**src/rtl/param_memory.sv**
```systemverilog
// Single-port byte-enabled memory with a configurable read pipeline
// and a counter-driven clear engine that zeroes the array.
module param_memory #(
    parameter int DATA_W = 32,
    parameter int ADDR_W = 4,
    parameter int RD_LAT = 1
) (
    input  logic                CLK,
    input  logic                RST,
    input  logic                EN,
    input  logic                W_R,
    input  logic [ADDR_W-1:0]   Address,
    input  logic [DATA_W-1:0]   Data_In,
    input  logic [DATA_W/8-1:0] Byte_En,
    input  logic                Clear,
    output logic [DATA_W-1:0]   Data_Out,
    output logic                Valid_Out,
    output logic                Wr_Ack,
    output logic                Busy
);

    localparam int DEPTH = 2 ** ADDR_W;
    localparam int NB    = DATA_W / 8;
    localparam logic [ADDR_W-1:0] LAST = ADDR_W'(DEPTH - 1);

    typedef enum logic {
        S_CLEAR,
        S_IDLE
    } state_t;

    state_t              state_q, state_d;
    logic [ADDR_W-1:0]   cnt_q, cnt_d;
    logic [DATA_W-1:0]   mem_q [DEPTH];
    logic [DATA_W-1:0]   rd_data_q [RD_LAT];
    logic [RD_LAT-1:0]   rd_vld_q;
    logic                wr_ack_q;
    logic                acc, wr_acc, rd_acc;

    // Clear beats any request raised in the same cycle.
    assign acc    = (state_q == S_IDLE) && EN && !Clear;
    assign wr_acc = acc && W_R;
    assign rd_acc = acc && !W_R;

    always_comb begin
        state_d = state_q;
        cnt_d   = cnt_q;
        unique case (state_q)
            S_CLEAR: begin
                cnt_d = cnt_q + 1'b1;
                if (cnt_q == LAST) begin
                    state_d = S_IDLE;
                    cnt_d   = '0;
                end
            end
            S_IDLE: begin
                if (Clear) begin
                    state_d = S_CLEAR;
                    cnt_d   = '0;
                end
            end
            default: begin
                state_d = S_CLEAR;
                cnt_d   = '0;
            end
        endcase
    end

    always_ff @(posedge CLK or negedge RST) begin
        if (!RST) begin
            state_q <= S_CLEAR;
            cnt_q   <= '0;
        end else begin
            state_q <= state_d;
            cnt_q   <= cnt_d;
        end
    end

    // The array has no reset; the clear engine owns its initial contents.
    always_ff @(posedge CLK) begin
        if (state_q == S_CLEAR) begin
            mem_q[cnt_q] <= '0;
        end else if (wr_acc) begin
            for (int b = 0; b < NB; b++) begin
                if (Byte_En[b]) begin
                    mem_q[Address][8*b +: 8] <= Data_In[8*b +: 8];
                end
            end
        end
    end

    // Stage data only moves with its valid bit, so Data_Out holds between reads.
    always_ff @(posedge CLK or negedge RST) begin
        if (!RST) begin
            for (int i = 0; i < RD_LAT; i++) begin
                rd_data_q[i] <= '0;
            end
            rd_vld_q <= '0;
            wr_ack_q <= 1'b0;
        end else begin
            wr_ack_q    <= wr_acc;
            rd_vld_q[0] <= rd_acc;
            if (rd_acc) begin
                rd_data_q[0] <= mem_q[Address];
            end
            for (int i = 1; i < RD_LAT; i++) begin
                rd_vld_q[i] <= rd_vld_q[i-1];
                if (rd_vld_q[i-1]) begin
                    rd_data_q[i] <= rd_data_q[i-1];
                end
            end
        end
    end

    assign Data_Out  = rd_data_q[RD_LAT-1];
    assign Valid_Out = rd_vld_q[RD_LAT-1];
    assign Wr_Ack    = wr_ack_q;
    assign Busy      = (state_q == S_CLEAR);

endmodule

```
**config.mk**
```make
export PLATFORM = sky130hd
export DESIGN_NAME = param_memory
export DESIGN_NICKNAME = d
export VERILOG_FILES = /design/src/rtl/param_memory.sv
export SDC_FILE = /design/constraint.sdc
export NUM_CORES = 1
export LEC_CHECK = 0
export ABC_CLOCK_PERIOD_IN_PS = 2300
export BUFFER_PORTS_ARGS = -buffer_cell sky130_fd_sc_hd__buf_4
export CAP_MARGIN = 0
export CORE_MARGIN = 5
export CORE_UTILIZATION = 55
export CTS_BUF_LIST = sky130_fd_sc_hd__clkbuf_16
export DETAILED_ROUTE_END_ITERATION = 8
export PLACE_DENSITY = 0.72
export SYNTH_ARGS = -nofsm -noshare
export SYNTH_HDL_FRONTEND = slang
export SYNTH_SLANG_ARGS = --single-unit
```
**constraint.sdc**
```tcl
create_clock -name CLK -period 2.3 [get_ports CLK]
set_input_delay 0.46 -clock CLK [delete_from_list [all_inputs] [get_ports CLK]]
set_output_delay 0.46 -clock CLK [all_outputs]
set_load 0.005 [all_outputs]
```
==> out/metrics.yaml <==
status:
  status: "finished clean"
drt:
  drc: 0
  wl_per_cell_um: 24.9
  wl_um: 44800
  viasPerCell: 5.92
  firstDrtPassIters: 5
  vias: 10700
  ant_nets: 0
  drt-initial-drc-count: 678
critical_path:
  crit_arrival_ps: 1640
  crit_slowest_cell: "dfrtp_1"
  cp-end-kind: "output pin"
  path_class: "reg2out"
  worstPathMaxFanout: 9
  cpPeakStageDelay_ps: 350
  critPathLaunchType: "flip-flop"
  crit_path_frequent_cell: "buf_4"
  path_cells: "buf_4, clkinv_1, buf_4"
  critPathRequiredTime_ps: 1840
sta:
  skew_ps: 12.5
  setup_viol: 0
  tns_ps: 0
  min_period_ps: 2100
  slew_violations: 0
  slew_headroom: 0.541
  max_freq_mhz: 476
  hold_violations: 0
  period_share: 0.913
  rsz0062_at_grt: "no"
  worstMarginPinSlew_ps: 689
global_routing:
  antenna_found_initial: 2
  grt_first_pass_wirelength_um: 69300
  grt_usage: 0.210
  grt_max_degree: 57
  grt_pass1_vias: 11300
  gr-total-overflow: 0
yosys:
  syn-num-nets: 1074
  synth_common_cells: "edfxtp_1, mux4_2, nor3_1"
  yosysMostFrequentCell: "edfxtp_1"
  synth_warnings: 0
  synth_edf_count: 512
  synth_cells: 1028
  synth_top_area_cell: "edfxtp_1"
  ys_seq_area_frac: 0.760
  async_flop_share: 0.0708
  synth_flop_cell: "edfxtp_1"
  ys_ff_latch: 551
  synth_top_area_frac: 0.715
  syn_avg_cell_area_um2: 20.9
  yosys-top-cells-area: "edfxtp_1, mux4_2, dfrtp_1, mux2_2, mux2i_1"
  ys_types: 37
  syn-cell-area_mm2: 0.0215
finish:
  fillers: 2485
  final_area_mm2: 0.0255
  final_nets: 1283
  synthToLayoutAreaGrowth_pct: 18.6
  num_antenna_cells: 0
  final_cell_count_no_fill: 1801
  drive_above_1_share: 0.373
die:
  num_rows: 72
  core_area_mm2: 0.0386
  die-area_mm2: 0.0432
  ios: 80
  floorplan.initialDensity: 0.556
  dieWidth_um: 208
  die_h_um: 208
placement:
  dp.cells: 1698
  gp_congestion: 0.798
  dpl_cell_area_mm2: 0.0238
  io_buffers: 79
  place_hpwl_um: 28900
clock_network:
  cts-hold-fix-buffers: 1
  post_cts_resize_count: 0
  htree_levels: 2
  postCtsSetupBuffers: 0
  cts.sinks: 551
  cts_buffers: 54
  root_buffer: "clkbuf_16"
  clock_latency_ps: 600
  clk_path_buf_depth: 3
  tritoncts: "yes"
  clk_pin_slew_ps: 60
worst_hold_path:
  hold_path.class: "in2reg"
power_and_ir_drop:
  power.density_mw_per_mm2: 1070
  total_power_uw: 27200
  ir_worst_vdd_mv: 0.643
  p_leak_uw: 0.00838
job:
  max-cap-violations: 0
==> final cells by class <==
cell class	count	area, µm²	area share
flip-flops and latches	551	16400	0.641
well taps	518	648	0.0254
inverters	3	11.3	0.000442
repair buffers	216	1840	0.0723
clock inverters	45	215	0.00844
multi-input cells	411	5000	0.196
clock buffers	57	1430	0.0559
==> path summary, 6_finish.rpt <==
path,startpoint,to,slack (ps),depth (start not counted)
max,state_q,Busy,200,3
min,W_R,Valid_Out,310,3
max reg2reg,state_q,mem_q[0][25],240,7
min reg2reg,Data_Out[20],Data_Out[20],520,2
max in group asynchronous,RST,Data_Out[9],1380,2
min in group asynchronous,RST,Data_Out[21],460,2
==> stage by stage <==
| stage | hold slack [ps] | setup slack, ps | util |
|---|---|---|---|
| finish | 309 | 199 | 0.660 |
| floorplan | 164 | -243 | - |
| global placement | 511 | -68.4 | 0.617 |
| global route | 285 | 143 | 0.660 |
| CTS | 280 | 203 | 0.660 |
| detailed placement | 521 | -168 | 0.617 |
==> where the power goes <==
part	internal, µW	leakage (µW)	switching [µW]
clock	4550	0.000873	3530
combinational	2430	0.00266	2760
sequential	13300	0.00484	670
total	20200	0.00838	6950
==> per-layer routing <==
metal	vias to the layer above	wire length, µm	track usage
met3	52	2660	0.0391
met5	-	0	0
li1	4683	-	-
met4	0	685	0.0535
met1	5605	18500	0.293
met2	322	22900	0.352
==> cells in the final DEF, fill, tap and decap left out, types with 2 or more instances in the layout <==
master and n:
inv_1 19, mux2_2 35, nor2_1 10, mux2i_2 6, nor3_2 23, dfrtp_1 39, edfxtp_1 512, mux2i_1 33
mux4_2 126, o21ai_1 31, o21ai_0 4, buf_4 197, and2_1 32, nor2b_1 8, clkinv_2 7, clkinv_1 18
nor3_1 41, nand2_1 8, buf_12 17, a22oi_1 31, clkbuf_16 57, a21oi_1 7, nor3_4 2
==> critical path, delay by kind of cell (launching register included) <==
kind	cells	cell delay, ps
flip-flops	1	350
buffers and inverters	3	710
==> kinds of logic after synthesis <==
family / count (synthesis) / share of synthesized area
DFF: 551 / 0.760
muxes: 200 / 0.169
and+or+nand+nor: 130 / 0.0328
AOI/OAI and AO/OA: 80 / 0.0233
buffers and inverters: 66 / 0.0137
adders and majority gates: 1 / 0.000582
==> flip-flops by register name (all words and copies together), names as in the netlist <==
signal,flops
mem_q,512
Data_Out,32
cnt_q,4
Valid_Out,1
Wr_Ack,1
state_q,1
Note: power is estimated with default switching activity, not from simulation.
